File: config.mk
export PLATFORM = sky130hd
export DESIGN_NAME = buf_rd_arbiter
export DESIGN_NICKNAME = d
export VERILOG_FILES = /design/src/rtl/buf_rd_arbiter.sv
export SDC_FILE = /design/constraint.sdc
export NUM_CORES = 2
export LEC_CHECK = 0
export ABC_AREA = 1
export ABC_CLOCK_PERIOD_IN_PS = 55900
export CAP_MARGIN = 25
export CELL_PAD_IN_SITES_DETAIL_PLACEMENT = 1
export CELL_PAD_IN_SITES_GLOBAL_PLACEMENT = 2
export CORE_AREA = 10 10 607 609
export DETAILED_ROUTE_END_ITERATION = 12
export DIE_AREA = 0 0 617 619
export PLACE_DENSITY = 0.48
export SYNTH_ARGS = -nofsm -noshare
export SYNTH_HDL_FRONTEND = slang
export SYNTH_SLANG_ARGS = --single-unit
export TNS_END_PERCENT = 50
File: constraint.sdc
create_clock -name aclk -period 55.9 [get_ports aclk]
set_input_delay 5.59 -clock aclk [delete_from_list [all_inputs] [get_ports aclk]]
set_output_delay 5.59 -clock aclk [all_outputs]
set_load 0.01 [all_outputs]
File: src/rtl/buf_rd_arbiter.sv
// ---------------------------------------------------------------------------
// buf_rd_arbiter
//
// Shares one buffer read port between two requesters. Each cycle at most one
// request is granted. The winning address goes out on the buffer port one
// cycle later. The owner of every issued read is queued in an owner FIFO, so
// the in-order read data can be routed back to the requester that asked for it.
//
// Arbitration works as follows:
//   - A lone requester always wins.
//   - When both requesters are active, the last owner keeps the port until it
//     has taken MAX_BURST consecutive grants. The other requester then wins.
//
// Ports:
//   aclk, areset            clock; asynchronous active-high reset
//   reqN_avalid, reqN_addr  request N (N=0,1); held until granted
//   reqN_gnt                combinational grant for request N
//   reqN_valid, reqN_data   registered read return for requester N
//   buf_avalid, buf_addr    registered read strobe/address to the buffer
//   buf_valid, buf_data     in-order read return from the buffer
//   outstanding             issued reads not yet returned
//   err_orphan              sticky: a buffer return arrived with nothing in flight
// ---------------------------------------------------------------------------
module buf_rd_arbiter #(
  parameter int DATA_WIDTH = 512,
  parameter int ADDR_WIDTH = 11,
  parameter int MAX_BURST  = 16,
  parameter int TAG_DEPTH  = 8
) (
  input  logic                         aclk,
  input  logic                         areset,
  input  logic                         req0_avalid,
  input  logic [ADDR_WIDTH-1:0]        req0_addr,
  output logic                         req0_gnt,
  output logic                         req0_valid,
  output logic [DATA_WIDTH-1:0]        req0_data,
  input  logic                         req1_avalid,
  input  logic [ADDR_WIDTH-1:0]        req1_addr,
  output logic                         req1_gnt,
  output logic                         req1_valid,
  output logic [DATA_WIDTH-1:0]        req1_data,
  output logic                         buf_avalid,
  output logic [ADDR_WIDTH-1:0]        buf_addr,
  input  logic                         buf_valid,
  input  logic [DATA_WIDTH-1:0]        buf_data,
  output logic [$clog2(TAG_DEPTH):0]   outstanding,
  output logic                         err_orphan
);

  localparam int PTR_W   = (TAG_DEPTH > 1) ? $clog2(TAG_DEPTH) : 1;
  localparam int CNT_W   = $clog2(TAG_DEPTH) + 1;
  localparam int BURST_W = $clog2(MAX_BURST) + 1;

  localparam logic [CNT_W-1:0]   FULL_LVL  = CNT_W'(TAG_DEPTH);
  localparam logic [BURST_W-1:0] BURST_MAX = BURST_W'(MAX_BURST);
  localparam logic [PTR_W-1:0]   PTR_LAST  = PTR_W'(TAG_DEPTH - 1);

  // Advance a FIFO pointer, wrapping at the last slot.
  function automatic logic [PTR_W-1:0] next_ptr(input logic [PTR_W-1:0] ptr);
    logic [PTR_W-1:0] nxt;
    if (ptr == PTR_LAST) begin
      nxt = {PTR_W{1'b0}};
    end else begin
      nxt = ptr + PTR_W'(1);
    end
    return nxt;
  endfunction

  // Owner FIFO: one bit per outstanding read (0 = req0, 1 = req1).
  logic [TAG_DEPTH-1:0]  owner_mem_r;
  logic [PTR_W-1:0]      wr_ptr_r;
  logic [PTR_W-1:0]      rd_ptr_r;
  logic [CNT_W-1:0]      count_r;

  // Arbiter history.
  logic                  last_owner_r;
  logic [BURST_W-1:0]    burst_cnt_r;

  // Registered outputs.
  logic                  buf_avalid_r;
  logic [ADDR_WIDTH-1:0] buf_addr_r;
  logic                  valid0_r;
  logic                  valid1_r;
  logic [DATA_WIDTH-1:0] data0_r;
  logic [DATA_WIDTH-1:0] data1_r;
  logic                  err_orphan_r;

  // Combinational decisions.
  logic                  pop_s;
  logic                  room_s;
  logic                  pick_one_s;
  logic                  gnt0_s;
  logic                  gnt1_s;
  logic                  gnt_any_s;
  logic                  gnt_owner_s;
  logic [ADDR_WIDTH-1:0] gnt_addr_s;
  logic                  pop_owner_s;

  // Grant decision. A pop in this cycle frees a slot, so a full FIFO can still accept a grant.
  always_comb begin
    pop_s       = buf_valid && (count_r != {CNT_W{1'b0}});
    room_s      = (count_r != FULL_LVL) || pop_s;
    // Once the burst counter reaches MAX_BURST, the other requester wins a contested cycle.
    pick_one_s  = (burst_cnt_r >= BURST_MAX) ? ~last_owner_r : last_owner_r;
    gnt0_s      = 1'b0;
    gnt1_s      = 1'b0;
    if (!areset && room_s) begin
      case ({req1_avalid, req0_avalid})
        2'b01:   gnt0_s = 1'b1;
        2'b10:   gnt1_s = 1'b1;
        2'b11: begin
          gnt0_s = ~pick_one_s;
          gnt1_s = pick_one_s;
        end
        default: begin
          gnt0_s = 1'b0;
          gnt1_s = 1'b0;
        end
      endcase
    end else begin
      gnt0_s = 1'b0;
      gnt1_s = 1'b0;
    end
    gnt_any_s   = gnt0_s | gnt1_s;
    gnt_owner_s = gnt1_s;
    gnt_addr_s  = gnt1_s ? req1_addr : req0_addr;
    pop_owner_s = owner_mem_r[rd_ptr_r];
  end

  // Owner FIFO storage, pointers and occupancy.
  always_ff @(posedge aclk or posedge areset) begin
    if (areset) begin
      owner_mem_r <= {TAG_DEPTH{1'b0}};
      wr_ptr_r    <= {PTR_W{1'b0}};
      rd_ptr_r    <= {PTR_W{1'b0}};
      count_r     <= {CNT_W{1'b0}};
    end else begin
      if (gnt_any_s) begin
        owner_mem_r[wr_ptr_r] <= gnt_owner_s;
        wr_ptr_r              <= next_ptr(wr_ptr_r);
      end
      if (pop_s) begin
        rd_ptr_r <= next_ptr(rd_ptr_r);
      end
      case ({gnt_any_s, pop_s})
        2'b10:   count_r <= count_r + CNT_W'(1);
        2'b01:   count_r <= count_r - CNT_W'(1);
        default: count_r <= count_r;
      endcase
    end
  end

  // Last-owner pointer and burst counter. The counter saturates so that a long solo run cannot wrap it.
  always_ff @(posedge aclk or posedge areset) begin
    if (areset) begin
      last_owner_r <= 1'b0;
      burst_cnt_r  <= {BURST_W{1'b0}};
    end else if (gnt_any_s) begin
      if (gnt_owner_s == last_owner_r) begin
        burst_cnt_r <= (burst_cnt_r >= BURST_MAX) ? BURST_MAX : burst_cnt_r + BURST_W'(1);
      end else begin
        last_owner_r <= gnt_owner_s;
        burst_cnt_r  <= BURST_W'(1);
      end
    end else begin
      burst_cnt_r <= {BURST_W{1'b0}};
    end
  end

  // Buffer read request, issued one cycle after the grant. The address holds when idle.
  always_ff @(posedge aclk or posedge areset) begin
    if (areset) begin
      buf_avalid_r <= 1'b0;
      buf_addr_r   <= {ADDR_WIDTH{1'b0}};
    end else begin
      buf_avalid_r <= gnt_any_s;
      if (gnt_any_s) begin
        buf_addr_r <= gnt_addr_s;
      end
    end
  end

  // Return routing to the FIFO-head owner. Data registers hold between returns.
  always_ff @(posedge aclk or posedge areset) begin
    if (areset) begin
      valid0_r <= 1'b0;
      valid1_r <= 1'b0;
      data0_r  <= {DATA_WIDTH{1'b0}};
      data1_r  <= {DATA_WIDTH{1'b0}};
    end else begin
      valid0_r <= pop_s && !pop_owner_s;
      valid1_r <= pop_s && pop_owner_s;
      if (pop_s && !pop_owner_s) begin
        data0_r <= buf_data;
      end
      if (pop_s && pop_owner_s) begin
        data1_r <= buf_data;
      end
    end
  end

  // Sticky orphan flag: a buffer return arrived with nothing in flight.
  always_ff @(posedge aclk or posedge areset) begin
    if (areset) begin
      err_orphan_r <= 1'b0;
    end else if (buf_valid && (count_r == {CNT_W{1'b0}})) begin
      err_orphan_r <= 1'b1;
    end
  end

  assign req0_gnt    = gnt0_s;
  assign req1_gnt    = gnt1_s;
  assign req0_valid  = valid0_r;
  assign req1_valid  = valid1_r;
  assign req0_data   = data0_r;
  assign req1_data   = data1_r;
  assign buf_avalid  = buf_avalid_r;
  assign buf_addr    = buf_addr_r;
  assign outstanding = count_r;
  assign err_orphan  = err_orphan_r;

endmodule

==> results.md <==
* Result of the run: complete, no violations
* Quantity of gates resized following cts at 0
* Die Height at around 620 um
* Type of the worst setup path: primary input to output pin
* Per-cell routed wire length at 24.6 um
* Cell area after placement at 62800 um^2
* Crit share post-route at 0.256
* Vias per std cell at 3.45
* Area fraction in compound gates after synthesis at 0.0643
* Number of max-cap violations at 0
* Largest family of logic cells by synthesized area: simple AND/OR/NAND/NOR gates
* Number of clock sinks at between 1k and 1.5k
* Unrepaired setup endpoints after global routing: no
* Detailed placement HPWL at around 210000 um
* Root buf cell: clkbuf_16
* Buffer levels on the longest clock path at 4
* Final Worst Setup Slack at roughly 42 ns
* Die span in x at 617 um
* Number of violations reported at the end of detailed-routing iteration 0 at 2120
* Synthesized instance count at 4656
* Antenna violations before repair at 59
* XOR/XNOR share of the synthesized area at 0.00104
* Final Util at 0.191
* Largest fanout on the critical path at 61
* I/O pin count at 1584
* Final setup fails at 0
* Largest net degree at the start of global routing at 222
* Sum of overflow across all layers after global routing at 0
* Multiplexer fraction of the synthesized cell area at 0
* DRC viols at 0
* Total wirelength of the detailed-routed design at ~270000 um
* HP Class: flop to flop
* Vias at 38.1k
* Total standard cell area after synthesis at 41900 um^2
* Critical Path Start Type: primary input
* Number of nets in the final layout at 6701
* Clock input transition at the sequential cells of the worst setup and hold paths at 0.05 ns
* CP required at 50.31 ns
* Clock insertion delay at the later pin of the skew report at 0.82 ns
* Initial cell density of the core at 0.118
* Most frequent standard cell in the layout excluding fill and tap cells: nand2_1
* Post-Synth Simple-Gate Area at 0.214
* Max Clk Rate at roughly 70 MHz
* Die footprint at 382000 um^2
* Count of state elements after synthesis at around 1.1k
* Number of buffers created by CTS at between 150 and 200
* Commonest non-fill, non-tap cells in the layout: nand2_1, clkdlybuf4s50_1, dfrtp_1, inv_1, nand3_1
* Power Density at 65.3 nW/um^2
* Depth of the CTS H-tree at 4
* Worst rel slew slack at 0.110
* Largest clock skew in the final design at 0.0389 ns
* Max IR drop VDD at 34.0 uV
* Number of warnings issued by yosys at 0
* Standby leakage power at 0.0316 uW
* Placement-stage worst setup slack at 41.52 ns
* Total negative setup slack at 0 ns
* Via count of the first global-routing pass at 41.0k
* Wire length of the first global-routing pass at about 370000 um
* Transition time at the pin with the least slew margin at roughly 1.3 ns
* Total core area at 355000 um^2
* Number of hold violations in the final report at 0
* Synthesized-area fraction occupied by adder cells at 0.00269
* Number of distinct library cells after synthesis at 25
* CTS tree: done
* Fraction of layout instances using a drive strength above 1 at 0.0443
* Average size of a mapped cell at approximately 9.0 um^2
* Time the worst path needs with I/O delays and setup at 14.30 ns
* Count of buffers added by post-CTS timing repair for setup at 0
* Gpl congestion at 0.801
* Synthesis-to-layout area growth at 61.7%
* Critical Path Sink Type: output pin
* Final count of pins violating max slew at 0
* Rows at 219
* First-pass DRT Iterations at 5
* Number of nets in the synthesized netlist at 5204
* WP data arrival at 8.71 ns
* Post-cts hold buffer count at 0
* Hold slack at 0.467 ns
* Global Route Usage Sum at 0.135
* Sequential cell area fraction in the yosys report at 0.635
* Final-layout fill cell count at 41.4k
* Number of buffers added on ports at 1583
* Remaining antenna violation count after routing at 0
* Area of all placed cells without fillers at 67800 um^2
[worst max-delay path, cell delays in order]
cell,delay (ns)
clkdlybuf4s50_1,0.49
inv_8,0.39
nand2_1,0.23
inv_1,0.34
nand2_1,0.59
inv_1,0.38
clkdlybuf4s50_1,0.61
[sequential cells by signal, summed over array words and instances (netlist names)]
name / count
buf_addr: 11
buf_avalid: 1
burst_cnt_r: 5
err_orphan: 1
last_owner_r: 1
outstanding: 4
owner_mem_r: 8
rd_ptr_r: 3
req0_data: 512
req0_valid: 1
req1_data: 512
req1_valid: 1
wr_ptr_r: 3
[cell usage after synthesis, drive strengths merged]
master | instances | area (um^2)
nand4 | 2 | 12.5
a31oi | 1 | 6.26
o211ai | 1 | 7.51
nand2 | 1629 | 6120
a21oi | 2 | 10.0
clkbuf | 111 | 417
o21ai | 530 | 2650
inv | 555 | 2080
dfrtp | 1063 | 26600
buf | 180 | 995
nand3b | 11 | 82.6
ha | 9 | 113
a41o | 1 | 10.0
nor2 | 20 | 75.1
xor2 | 3 | 26.3
xnor2 | 2 | 17.5
nand3 | 535 | 2680
a211oi | 1 | 7.51
[per-layer routing]
metal	vias up	part of all wire	track usage	wire [um]
li1	17500	-	-	-
met1	19100	0.38	0.149	103000
met2	1094	0.53	0.251	142000
met3	296	0.073	0.0443	19700
met4	36	0.020	0.0273	5530
met5	-	0.00077	0	208
[cell type report]
type,count,area (um^2),area share
sequential,1063,26600,0.392
timing repair buffer,1634,16400,0.241
multi-input combinational,2747,11900,0.175
tap,4751,5940,0.0877
clock buffer,233,4550,0.0671
inverter,555,2090,0.0308
clock inverter,24,348,0.00513
antenna,14,35.0,0.000517
[report_power, final]
group | switching [uW] | internal [uW]
registers | 223 | 1140
logic | 1220 | 866
clock network | 398 | 579
total | 1840 | 2590
[kinds of logic after synthesis]
group | count (synthesis)
flops | 1063
buf+inv | 846
xor+xnor | 5
simple gates | 2197
fa+ha+maj | 9
compound gates | 536
[path summary, 6_finish.rpt]
| kind | cells after the start | slack (ns) | startpoint | end |
|---|---|---|---|---|
| max | 7 | 41.60 | areset | req1_gnt |
| min | 2 | 0.47 | req0_data[264] | req0_data[264] |
| max reg2reg | 14 | 49.15 | rd_ptr_r[0] | req1_data[147] |
| min reg2reg | 2 | 0.47 | req0_data[264] | req0_data[264] |
| max in group asynchronous | 7 | 46.57 | areset | req0_data[177] |
| min in group asynchronous | 2 | 5.22 | areset | req0_data[505] |
[per-stage QoR]
step                      std cells  power, uW
after floorplan                4656       2190
after global placement        10700       3500
after detailed placement      10700       3530
after CTS                     11000       4560
after global routing          11000       4740
final                         11000       4430
Power figures use the tool's default switching activity.
